--- src/rtl/decryption_cfg_arbiter_if.sv ---
// Requester and register-bank signal bundle for decryption_cfg_arbiter.
// master = the arbiter; slave = the requesters plus the register bank.
interface decryption_cfg_arbiter_if #(
  parameter int addr_width = 8,
  parameter int reg_width  = 16
);
  logic [1:0]              req_valid;
  logic [1:0]              req_we;
  logic [2*addr_width-1:0] req_addr;
  logic [2*reg_width-1:0]  req_wdata;
  logic [1:0]              req_ready;
  logic [1:0]              resp_valid;
  logic [reg_width-1:0]    resp_rdata;
  logic                    resp_error;
  logic [addr_width-1:0]   rf_addr;
  logic                    rf_read;
  logic                    rf_write;
  logic [reg_width-1:0]    rf_wdata;
  logic [reg_width-1:0]    rf_rdata;
  logic                    rf_done;
  logic                    rf_error;

  modport master (
    input  req_valid, req_we, req_addr, req_wdata, rf_rdata, rf_done, rf_error,
    output req_ready, resp_valid, resp_rdata, resp_error,
           rf_addr, rf_read, rf_write, rf_wdata
  );

  modport slave (
    output req_valid, req_we, req_addr, req_wdata, rf_rdata, rf_done, rf_error,
    input  req_ready, resp_valid, resp_rdata, resp_error,
           rf_addr, rf_read, rf_write, rf_wdata
  );
endinterface

--- src/rtl/decryption_cfg_arbiter.sv ---
// Round-robin arbiter sharing one register-bank access at a time between the
// host port (0) and the key-loader port (1), with a bounded wait for rf_done.
//
// state | meaning
// IDLE  | arbitrate; latch winner's request
// ISSUE | one-cycle read/write strobe and req_ready to the winner
// WAIT  | wait for rf_done, or force an error after timeout cycles
// RESP  | one-cycle resp_valid to the winner
module decryption_cfg_arbiter #(
  parameter int addr_width = 8,
  parameter int reg_width  = 16,
  parameter int timeout    = 4
) (
  input logic                   clk,
  input logic                   rst_n,
  decryption_cfg_arbiter_if.master bus
);

  localparam logic [1:0] ST_IDLE  = 2'd0;
  localparam logic [1:0] ST_ISSUE = 2'd1;
  localparam logic [1:0] ST_WAIT  = 2'd2;
  localparam logic [1:0] ST_RESP  = 2'd3;

  localparam int cnt_w = $clog2(timeout + 1);
  localparam logic [cnt_w-1:0] tmo_c = cnt_w'(timeout);

  logic [1:0]            state_q, state_d;
  logic                  last_grant_q, last_grant_d;
  logic                  grant_q, grant_d;
  logic                  we_q, we_d;
  logic [cnt_w-1:0]      cnt_q, cnt_d;
  logic [cnt_w-1:0]      cnt_inc;
  logic [1:0]            req_ready_q, req_ready_d;
  logic [1:0]            resp_valid_q, resp_valid_d;
  logic [reg_width-1:0]  resp_rdata_q, resp_rdata_d;
  logic                  resp_error_q, resp_error_d;
  logic [addr_width-1:0] rf_addr_q, rf_addr_d;
  logic [reg_width-1:0]  rf_wdata_q, rf_wdata_d;
  logic                  rf_read_q, rf_read_d;
  logic                  rf_write_q, rf_write_d;
  logic                  winner;
  logic                  win_we;
  logic [1:0]            grant_oh;

  // On a tie the port that was not served last wins.
  always_comb begin
    winner = 1'b0;
    if (bus.req_valid == 2'b11) begin
      winner = ~last_grant_q;
    end else if (bus.req_valid[1]) begin
      winner = 1'b1;
    end
  end

  assign win_we   = winner ? bus.req_we[1] : bus.req_we[0];
  assign grant_oh = grant_q ? 2'b10 : 2'b01;
  assign cnt_inc  = cnt_q + 1'b1;

  always_comb begin
    state_d      = state_q;
    last_grant_d = last_grant_q;
    grant_d      = grant_q;
    we_d         = we_q;
    cnt_d        = cnt_q;
    req_ready_d  = 2'b00;
    resp_valid_d = 2'b00;
    resp_rdata_d = resp_rdata_q;
    resp_error_d = resp_error_q;
    rf_addr_d    = rf_addr_q;
    rf_wdata_d   = rf_wdata_q;
    rf_read_d    = 1'b0;
    rf_write_d   = 1'b0;
    case (state_q)
      ST_IDLE: begin
        if (|bus.req_valid) begin
          grant_d      = winner;
          last_grant_d = winner;
          we_d         = win_we;
          rf_addr_d    = winner ? bus.req_addr[2*addr_width-1:addr_width]
                                : bus.req_addr[addr_width-1:0];
          rf_wdata_d   = winner ? bus.req_wdata[2*reg_width-1:reg_width]
                                : bus.req_wdata[reg_width-1:0];
          rf_write_d   = win_we;
          rf_read_d    = ~win_we;
          req_ready_d  = winner ? 2'b10 : 2'b01;
          state_d      = ST_ISSUE;
        end
      end
      ST_ISSUE: begin
        state_d = ST_WAIT;
      end
      ST_WAIT: begin
        if (bus.rf_done) begin
          resp_rdata_d = bus.rf_rdata;
          resp_error_d = bus.rf_error;
          resp_valid_d = grant_oh;
          state_d      = ST_RESP;
        end else begin
          cnt_d = cnt_inc;
          // A bank that never answers still yields a response to the requester.
          if (cnt_inc == tmo_c) begin
            resp_rdata_d = '0;
            resp_error_d = 1'b1;
            resp_valid_d = grant_oh;
            state_d      = ST_RESP;
          end
        end
      end
      default: begin
        cnt_d   = '0;
        state_d = ST_IDLE;
      end
    endcase
  end

  always_ff @(posedge clk) begin
    if (rst_n) begin
      state_q      <= ST_IDLE;
      last_grant_q <= 1'b1;
      grant_q      <= 1'b0;
      we_q         <= 1'b0;
      cnt_q        <= '0;
      req_ready_q  <= 2'b00;
      resp_valid_q <= 2'b00;
      resp_rdata_q <= '0;
      resp_error_q <= 1'b0;
      rf_addr_q    <= '0;
      rf_wdata_q   <= '0;
      rf_read_q    <= 1'b0;
      rf_write_q   <= 1'b0;
    end else begin
      state_q      <= state_d;
      last_grant_q <= last_grant_d;
      grant_q      <= grant_d;
      we_q         <= we_d;
      cnt_q        <= cnt_d;
      req_ready_q  <= req_ready_d;
      resp_valid_q <= resp_valid_d;
      resp_rdata_q <= resp_rdata_d;
      resp_error_q <= resp_error_d;
      rf_addr_q    <= rf_addr_d;
      rf_wdata_q   <= rf_wdata_d;
      rf_read_q    <= rf_read_d;
      rf_write_q   <= rf_write_d;
    end
  end

  assign bus.req_ready  = req_ready_q;
  assign bus.resp_valid = resp_valid_q;
  assign bus.resp_rdata = resp_rdata_q;
  assign bus.resp_error = resp_error_q;
  assign bus.rf_addr    = rf_addr_q;
  assign bus.rf_wdata   = rf_wdata_q;
  assign bus.rf_read    = rf_read_q;
  assign bus.rf_write   = rf_write_q;

endmodule

--- src/flat_wrapper.sv ---
// flat-port wrapper written by rule: the top's interface ports become plain ports
module decryption_cfg_arbiter_flat 
#(
  parameter int addr_width = 8,
  parameter int reg_width  = 16,
  parameter int timeout    = 4
)
  (clk, rst_n, bus_req_valid, bus_req_we, bus_req_addr, bus_req_wdata, bus_rf_rdata, bus_rf_done, bus_rf_error, bus_req_ready, bus_resp_valid, bus_resp_rdata, bus_resp_error, bus_rf_addr, bus_rf_read, bus_rf_write, bus_rf_wdata);
  decryption_cfg_arbiter_if #(.addr_width(addr_width), .reg_width(reg_width)) bus_i ();
  input logic clk;
  input logic rst_n;
  input wire logic [$bits(bus_i.req_valid)-1:0] bus_req_valid;
  input wire logic [$bits(bus_i.req_we)-1:0] bus_req_we;
  input wire logic [$bits(bus_i.req_addr)-1:0] bus_req_addr;
  input wire logic [$bits(bus_i.req_wdata)-1:0] bus_req_wdata;
  input wire logic [$bits(bus_i.rf_rdata)-1:0] bus_rf_rdata;
  input wire logic [$bits(bus_i.rf_done)-1:0] bus_rf_done;
  input wire logic [$bits(bus_i.rf_error)-1:0] bus_rf_error;
  output wire logic [$bits(bus_i.req_ready)-1:0] bus_req_ready;
  output wire logic [$bits(bus_i.resp_valid)-1:0] bus_resp_valid;
  output wire logic [$bits(bus_i.resp_rdata)-1:0] bus_resp_rdata;
  output wire logic [$bits(bus_i.resp_error)-1:0] bus_resp_error;
  output wire logic [$bits(bus_i.rf_addr)-1:0] bus_rf_addr;
  output wire logic [$bits(bus_i.rf_read)-1:0] bus_rf_read;
  output wire logic [$bits(bus_i.rf_write)-1:0] bus_rf_write;
  output wire logic [$bits(bus_i.rf_wdata)-1:0] bus_rf_wdata;
  assign bus_i.req_valid = bus_req_valid;
  assign bus_i.req_we = bus_req_we;
  assign bus_i.req_addr = bus_req_addr;
  assign bus_i.req_wdata = bus_req_wdata;
  assign bus_i.rf_rdata = bus_rf_rdata;
  assign bus_i.rf_done = bus_rf_done;
  assign bus_i.rf_error = bus_rf_error;
  assign bus_req_ready = bus_i.req_ready;
  assign bus_resp_valid = bus_i.resp_valid;
  assign bus_resp_rdata = bus_i.resp_rdata;
  assign bus_resp_error = bus_i.resp_error;
  assign bus_rf_addr = bus_i.rf_addr;
  assign bus_rf_read = bus_i.rf_read;
  assign bus_rf_write = bus_i.rf_write;
  assign bus_rf_wdata = bus_i.rf_wdata;
  decryption_cfg_arbiter #(.addr_width(addr_width), .reg_width(reg_width), .timeout(timeout)) u_core (.clk(clk), .rst_n(rst_n), .bus(bus_i));
endmodule
--- config.mk ---
export PLATFORM = sky130hd
export DESIGN_NAME = decryption_cfg_arbiter_flat
export DESIGN_NICKNAME = d
export VERILOG_FILES = /design/src/rtl/decryption_cfg_arbiter_if.sv /design/src/rtl/decryption_cfg_arbiter.sv /design/src/flat_wrapper.sv
export SDC_FILE = /design/constraint.sdc
export NUM_CORES = 1
export LEC_CHECK = 0
export ABC_AREA = 0
export BUFFER_PORTS_ARGS = -buffer_cell sky130_fd_sc_hd__buf_2
export CAP_MARGIN = 20
export CORE_MARGIN = 2
export CORE_UTILIZATION = 45
export DETAILED_ROUTE_END_ITERATION = 8
export PLACE_DENSITY = 0.79
export SYNTH_ARGS = -nofsm -noshare
export SYNTH_HDL_FRONTEND = slang
export SYNTH_SLANG_ARGS = --single-unit
--- constraint.sdc ---
create_clock -name clk -period 1.9 [get_ports clk]
set_input_delay 0.095 -clock clk [delete_from_list [all_inputs] [get_ports clk]]
set_output_delay 0.095 -clock clk [all_outputs]
set_load 0.02 [all_outputs]
**After elaboration in Yosys (flattened, before gate mapping)**

Index checks and enable logic that the tools add are counted.

- Bits in registers: 54
- Latch bits: 0
- RAM bits: 0
- Memory bits (read-only): 0
- Input port bits: 72
- Output and inout port bits: 47
- Memories: 0

- $add $sub $neg: 1
- Multiply operators: 0
- Divide/modulo/power cells: 0
- Order comparisons: 0
- Equal/unequal tests: 7
- Shift-type cells: 0
- Muxes and demuxes: 19
- Bitwise operators: 6
- Reduce and logical (&&, ||, !) cells: 10

Operators with widths:

| kind | number |
|---|---|
| 16-bit two-way mux | 3 |
| 2-bit two-way mux | 7 |
| 8-bit two-way mux | 1 |
| 2-bit AND reduction | 4 |
| 1-bit NOT | 6 |
| 2-bit one-hot mux with 3 select lines | 1 |
| 3-bit one-hot mux with 2 select lines | 1 |
| 2-bit OR reduction | 3 |
| 1-bit two-way mux | 5 |
| 2-bit == test (second input constant) | 2 |
| 3-bit by 1-bit adder with 3-bit output (second input constant) | 1 |
| 3-bit == test (second input constant) | 1 |
| 3-bit two-way mux | 1 |
| 3-bit by 2-bit inequality test with 1-bit output (second input constant) | 1 |
| 3-bit OR reduction | 1 |
| 2-bit by 1-bit == test with 1-bit output (second input constant) | 1 |
| 2-bit logical NOT | 1 |
| 2-bit by 1-bit inequality test with 1-bit output (second input constant) | 1 |
| 2-bit inequality test (second input constant) | 1 |
| 2-bit nonzero test | 1 |

**Logic depth before layout (Yosys ltp)**

Gate-level depths: netlist (run 1).

- Depth after elaboration: 5
- Gate-level depth with buffers: 8

**Least setup slack after synthesis (run 1)**

No wires, ideal clock.

- Path kind: register to register
- From: register u_core.state_q[0]
- To: register u_core.resp_rdata_q[5] (netlist: u_core.bus.resp_rdata[5])
- Data arrival time: 1.365 ns
- Data required time: 1.772 ns
- Path slack: 0.408 ns
- Stages on the path, launching flop included: 9
- Buffers on the path: 3
- Clock period less this slack: 1.492 ns
- Cells stage by stage: dfxtp_1 -> inv_1 -> ha_1 -> buf_2 -> and2_1 -> buf_2 -> buf_2 -> a22oi_1 -> nor2_1

- Word-level cells in the longest chain between the ends: 2

Ends and longest elaborated chain:

| item | RTL line | text |
|---|---|---|
| from (decl) | decryption_cfg_arbiter.sv:27 | `logic [1:0] state_q, state_d;` |
| from (signal assigned) | decryption_cfg_arbiter.sv:132 | `state_q <= state_d;` |
| 2-bit == test | decryption_cfg_arbiter.sv:73 | `case (state_q)` |
| 2-bit AND reduction (no source line) | -- |  |
| to (signal assigned) | decryption_cfg_arbiter.sv:139 | `resp_rdata_q <= resp_rdata_d;` |
| to (decl) | decryption_cfg_arbiter.sv:35 | `logic [reg_width-1:0] resp_rdata_q, resp_rdata_d;` |

No other way between the ends.
A chain may end at the register's enable or synchronous reset.

**Worst setup path after layout (run 1)**

- From: register u_core.state_q[0]
- To: register u_core.rf_wdata_q[6] (netlist: u_core.bus.rf_wdata[6])

- Word-level cells in the longest chain between the ends: 2

Ends and longest elaborated chain:

| item | RTL line | text |
|---|---|---|
| 2-bit logical NOT | decryption_cfg_arbiter.sv:73 |  |
| 2-bit AND reduction (no source line) | -- |  |
| to (signal assigned) | decryption_cfg_arbiter.sv:142 | `rf_wdata_q <= rf_wdata_d;` |
| to (decl) | decryption_cfg_arbiter.sv:38 | `logic [reg_width-1:0] rf_wdata_q, rf_wdata_d;` |

No other way between the ends.

==> flow_metrics.tcl, run 1 <==
set metrics [dict create \
    share_clk_of_total_power_pct 18.6 \
    cts.sinks 54 \
    synthesis.area_per_instance_sq_um 9.13 \
    internal_power_mw 2.52 \
    postSynthRegisterBits 54 \
    pwr-share-comb_pct 44.9 \
    final_common_cell "sky130_fd_sc_hd__buf_2" \
    setup-violations-final 0 \
    synth_sequential_area_ratio_pct 46.5 \
    setup_ws_final_ns 0.251 \
    worst_ep_required_time_ns 2.12 \
    fp.dieW_microns 75.9 \
    tightestPinTransition_ns 0.744 \
    grt_max_degree 31 \
    layout.cells.most_common_list "sky130_fd_sc_hd__buf_2, sky130_fd_sc_hd__dfxtp_1, sky130_fd_sc_hd__nor2_1" \
    synth_compound_area_share_pct 27.3 \
    muxShareOfSynthArea_pct 1.34 \
    drt_pass1_iterations 4 \
    synth_warnings 0 \
    synth.top_cells.by_area "sky130_fd_sc_hd__dfxtp_1, sky130_fd_sc_hd__a211oi_2, sky130_fd_sc_hd__nor2_1" \
    r2r_slack_ns 0.25 \
    worstSetupStartpoint "u_core.state_q[0]" \
    status "complete, no violations" \
    synthesis.instances 255 \
    slew-limit-headroom_pct 50.2 \
    place.port_buffers 118 \
    category_of_the_critical_setup_timing_path "register to register" \
    core_area_sq_um 5040 \
    seq_power_share_pct 36.5 \
    clock_latency_ns 0.30 \
    timing.hold.ws_ns 0.0254 \
    fp.dieArea_sq_um 5760 \
    clock_tree.buffer_depth 2 \
    worst_hold_path_type "primary input to register" \
    drt-total-wl_microns 5730 \
    postCtsSetupRepairBufs 0 \
    synth-xor-area-share_pct 0 \
    gr-usage-met1_pct 24.3 \
    critPathArrivalTime_ns 1.87 \
    unrepaired_setup_endpoints_after_global_routing "false" \
    syn_area_sq_um 2330 \
    routed-via-count 2168 \
    endpoint "u_core.bus.rf_wdata[6]" \
    placedCellCount 430 \
    timing.setup.tns_ns 0 \
    start_util_pct 46.2 \
    pwr_density_cell_nw_per_um2 1380 \
    worstSetupStartpointType "register" \
    fp-row-count 26 \
    fin_util_pct 60.6 \
    vdd_ir_max_uv 724 \
    yosysUniqueCellTypes 31 \
    detail_route.iter0.violations 80 \
    die_h_microns 75.9 \
    area_growth_syn_to_layout_pct 31.3 \
    post_route_cells_drive_above_1_share_pct 43.1 \
    gp_congestion 0.808 \
    async_reset_ff_share_pct 0 \
    top_level_ports 119 \
    cts_resized 0 \
    final.min_clock_period_ns 1.65 \
    all_layer_gr_usage_pct 19.7 \
    clk_transition_reported_paths_ns 0.09 \
    final_antenna_net_count 0 \
    placed_area_sq_um 2940 \
    final-max-slew-violation-count 0 \
    swShare_pct 40.3 \
    cts.hold.buffers_added 0 \
    synth_largest_type_area_fraction_pct 46.5 \
    yosys.area.top_type "sky130_fd_sc_hd__dfxtp_1" \
    preCtsSetupSlack_ns 0.283 \
    worst_r2r_endpoint "u_core.bus.rf_wdata[6]" \
    final_design_area_no_fill_sq_um 3060 \
    gr-usage-met2_pct 33.8 \
    power_leakage_nw 1.46 \
    detail_route.wl_per_cell_microns 13.1 \
    timing.fmax_ghz 0.607 \
    h_tree_depth 2 \
    maxCapViolations 0 \
    detailed_place_hpwl_microns 4150 \
    worstSetupEndpointType "register" \
    layout.nets 445 \
    synth_top_family_by_area "compound AO/OA/AOI/OAI gates" \
    r2r_start "u_core.state_q[0]" \
    insertedDiodeCount 0 \
    grt_antenna_before_repair 0 \
    drc_errors 0 \
    post_synth_fa_ha_maj_area_fraction_pct 3.23 \
    tritoncts "yes" \
    power_switching_mw 1.70 \
    clock_tree_skew_after_final_layout_ns 0.00507 \
    detail_routed_via_count_per_cell 4.96 \
    stdcell_count 437 \
    post-route-period-util_pct 86.8 \
    synth_simple_gate_area_share_pct 15.6 \
    finalHoldViolCount 0 \
    residual_overflow_from_global_routing 0 \
    synth_nets 333 \
    cts.root.buffer_cell "sky130_fd_sc_hd__clkbuf_8" \
    via_count_of_the_first_global_routing_pass 2077 \
    cts_buffers 5 \
    synthFlopType "sky130_fd_sc_hd__dfxtp_1" \
    grt_pass1_wl_microns 9440 \
    synth_enable_flop_cells 0 \
    grt.busiest_layer "met2" \
    worst-r2r-cell-count 6 \
    critical_path.max_fanout 24 \
    met3_usage_pct 5.48 \
    p_total_mw 4.21 \
]
-- registers in the layout (all words and copies together) (netlist names), 2 cells and up --
name	flops
u_core.bus.req_ready	2
u_core.bus.resp_valid	2
u_core.cnt_q	3
u_core.state_q	2
u_core.bus.rf_wdata	16
u_core.bus.resp_rdata	16
u_core.bus.rf_addr	8
-- worst min-delay path by stage --
stage	startpoint	end	cells after the start
floorplan	bus_req_wdata[11]	u_core.bus.rf_wdata[11]	2
global placement	bus_rf_rdata[3]	u_core.bus.resp_rdata[3]	3
detailed placement	bus_rf_rdata[15]	u_core.bus.resp_rdata[15]	3
CTS	bus_rf_rdata[0]	u_core.bus.resp_rdata[0]	3
global route	bus_req_wdata[8]	u_core.bus.rf_wdata[8]	3
finish	bus_rf_rdata[15]	u_core.bus.resp_rdata[15]	3
-- cell usage after synthesis, types with 3 or more instances --
master                     number
sky130_fd_sc_hd__ha_1           6
sky130_fd_sc_hd__nand2_1       29
sky130_fd_sc_hd__a211oi_2      18
sky130_fd_sc_hd__clkbuf_1       5
sky130_fd_sc_hd__a21oi_1       29
sky130_fd_sc_hd__inv_1          5
sky130_fd_sc_hd__buf_2         11
sky130_fd_sc_hd__a22oi_1       17
sky130_fd_sc_hd__nor2_1        45
sky130_fd_sc_hd__dfxtp_1       54
sky130_fd_sc_hd__a211oi_1       7
sky130_fd_sc_hd__buf_6          3
sky130_fd_sc_hd__nor3_1         4
-- cell families after synthesis --
group / count (synthesis)
AND/OR/NAND/NOR: 87
buffers and inverters: 26
flip-flops: 54
adder cells (fa/ha/maj): 6
multiplexers: 3
AO/OA/AOI/OAI: 79
-- area by class of cell --
class / count / area [sq um]
clock buffer: 6 / 82.6
sequential: 54 / 1080
clock inverter: 1 / 30.0
inverter: 5 / 18.8
tap: 70 / 87.6
timing repair buffer: 126 / 651
fill: 454 / 1990
multi-input combinational: 175 / 1100
-- routing by layer --
layer / vias up / part of all wire (%) / routed length (microns)
met5: - / 0 / 0
met1: 967 / 45 / 2570
met2: 95 / 46 / 2630
met4: 0 / 0.70 / 40
li1: 1102 / - / -
met3: 4 / 8.4 / 483
-- power groups by stage --
stage          sequential (mW)  combinational, mW  clock, mW
2_1_floorplan             1.84               1.12          0
3_3_place_gp              1.56               1.84          0
3_5_place_dp              1.56               1.91          0
4_1_cts                   1.54               1.91      0.804
5_1_grt                   1.58               2.06      0.838
6_report                  1.54               1.89      0.783
-- critical path, stage by stage, from the launching register on --
cell and delay, ns:
sky130_fd_sc_hd__dfxtp_1 0.34, sky130_fd_sc_hd__inv_1 0.10, sky130_fd_sc_hd__ha_1 0.38, sky130_fd_sc_hd__o21a_1 0.18, sky130_fd_sc_hd__buf_4 0.27, sky130_fd_sc_hd__nor2_1 0.09, sky130_fd_sc_hd__a211oi_2 0.20
Power figures use the tool's default switching activity.
==> run 2, diff against run 1 <==
--- a/config.mk
+++ b/config.mk
@@ -9,9 +9,9 @@
 export BUFFER_PORTS_ARGS = -buffer_cell sky130_fd_sc_hd__buf_2
 export CAP_MARGIN = 20
 export CORE_MARGIN = 2
-export CORE_UTILIZATION = 45
+export CORE_UTILIZATION = 40
 export DETAILED_ROUTE_END_ITERATION = 8
-export PLACE_DENSITY = 0.79
+export PLACE_DENSITY = 0.72
 export SYNTH_ARGS = -nofsm -noshare
 export SYNTH_HDL_FRONTEND = slang
 export SYNTH_SLANG_ARGS = --single-unit
==> run 2 against run 1 <==
Net effect:
- worst setup slack better by 0.058 ns
- worst hold slack worse by 0.018 ns
- total power is 2.6% lower
- critical path type unchanged
- combinational power about the same
- sequential power hardly changed
- clock power decreased by 17%
- flip-flop and latch count unchanged
==> flow_metrics.tcl, run 2 (synthesis results as in run 1) <==
set metrics [dict create \
    status "complete, no violations" \
    gp_congestion 0.709 \
    worst_hold_path_type "primary input to register" \
    cts.root.buffer_cell "sky130_fd_sc_hd__clkbuf_8" \
    detailed_place_hpwl_microns 4090 \
    drt-total-wl_microns 5770 \
    vdd_ir_max_uv 544 \
    residual_overflow_from_global_routing 0 \
    tightestPinTransition_ns 0.762 \
    setup-violations-final 0 \
    fp-row-count 27 \
    post_route_cells_drive_above_1_share_pct 42.9 \
    finalHoldViolCount 0 \
    pwr_density_cell_nw_per_um2 1350 \
    power_leakage_nw 1.45 \
    drt_pass1_iterations 5 \
    category_of_the_critical_setup_timing_path "register to register" \
    stdcell_count 438 \
    layout.nets 443 \
    cts_buffers 5 \
    critical_path.max_fanout 28 \
    clock_tree.buffer_depth 2 \
    start_util_pct 41.8 \
    post-route-period-util_pct 83.7 \
    cts.sinks 54 \
    worst_ep_required_time_ns 2.13 \
    timing.fmax_ghz 0.629 \
    worstSetupEndpointType "register" \
    timing.setup.tns_ns 0 \
    final_design_area_no_fill_sq_um 3050 \
    tritoncts "yes" \
    final.min_clock_period_ns 1.59 \
    placed_area_sq_um 2960 \
    final_antenna_net_count 0 \
    drc_errors 0 \
    routed-via-count 2228 \
    cts_resized 0 \
    clock_tree_skew_after_final_layout_ns 0.0120 \
    final_common_cell "sky130_fd_sc_hd__buf_2" \
    critPathArrivalTime_ns 1.82 \
    top_level_ports 119 \
    final-max-slew-violation-count 0 \
    all_layer_gr_usage_pct 17.0 \
    grt_antenna_before_repair 0 \
    clock_latency_ns 0.31 \
    clk_transition_reported_paths_ns 0.10 \
    via_count_of_the_first_global_routing_pass 2047 \
    area_growth_syn_to_layout_pct 30.9 \
    grt_pass1_wl_microns 8840 \
    placedCellCount 430 \
    slew-limit-headroom_pct 49.0 \
    core_area_sq_um 5570 \
    detail_route.iter0.violations 56 \
    die_h_microns 80.3 \
    detail_routed_via_count_per_cell 5.09 \
    fp.dieArea_sq_um 6440 \
    maxCapViolations 0 \
    postCtsSetupRepairBufs 0 \
    fin_util_pct 54.6 \
    worstSetupStartpointType "register" \
    timing.hold.ws_ns 0.00710 \
    fp.dieW_microns 80.3 \
    layout.cells.most_common_list "sky130_fd_sc_hd__buf_2, sky130_fd_sc_hd__dfxtp_1, sky130_fd_sc_hd__nor2_1" \
    cts.hold.buffers_added 0 \
    h_tree_depth 2 \
    place.port_buffers 118 \
    grt_max_degree 35 \
    detail_route.wl_per_cell_microns 13.2 \
    unrepaired_setup_endpoints_after_global_routing "false" \
    insertedDiodeCount 0 \
]
## run 2: cell count changes in the layout (fill, tap and decap cells not counted)
cell	delta
sky130_fd_sc_hd__buf_4	-4
sky130_fd_sc_hd__buf_12	+2
sky130_fd_sc_hd__bufinv_16	-1
sky130_fd_sc_hd__clkbuf_8	-1
sky130_fd_sc_hd__clkinv_2	+1
sky130_fd_sc_hd__clkinv_4	+1
sky130_fd_sc_hd__clkinvlp_4	+1
## run 2: power breakdown
part | switching [mW] | leakage, nW | internal [mW]
logic | 1.19 | 0.963 | 0.725
clock network | 0.387 | 0.0441 | 0.260
registers | 0.143 | 0.443 | 1.40
total | 1.72 | 1.45 | 2.38
## run 2: area by class of cell
cell class / count / area (sq um)
flip-flops and latches: 54 / 1080
multi-input cells: 175 / 1100
well taps: 72 / 90.1
clock inverters: 3 / 21.3
fillers: 527 / 2530
inverters: 5 / 18.8
clock buffers: 5 / 68.8
repair buffers: 124 / 661
## run 2: metal layers
metal	track usage, %	wire, microns
met5	0	0
met4	5.08	50
met3	5.39	546
met2	29.6	2630
met1	20.0	2540
## run 2: critical path, stage by stage, from the launching register on
cell,delay [ns]
sky130_fd_sc_hd__dfxtp_1,0.38
sky130_fd_sc_hd__inv_1,0.09
sky130_fd_sc_hd__ha_1,0.32
sky130_fd_sc_hd__o21ai_4,0.33
sky130_fd_sc_hd__a21oi_1,0.11
sky130_fd_sc_hd__a211oi_1,0.26
## run 2: per-stage QoR
stage,worst slack [ns],power (mW)
3_5_place_dp,0.337,3.49
3_3_place_gp,0.396,3.44
5_1_grt,0.149,4.40
4_1_cts,0.319,4.15
2_1_floorplan,0.408,2.95
6_report,0.309,4.10
## run 2: path summary, 6_finish.rpt
check | endpoint | cells after the start | from | slack (ns)
worst max-delay path | u_core.bus.rf_wdata[10] | 5 | u_core.state_q[0] | 0.31
worst min register to register | u_core.bus.resp_valid[0] | 1 | u_core.grant_q | 0.45
worst max register to register | u_core.bus.rf_wdata[10] | 5 | u_core.state_q[0] | 0.31
worst min-delay path | u_core.bus.resp_rdata[6] | 3 | bus_rf_rdata[6] | 0.007
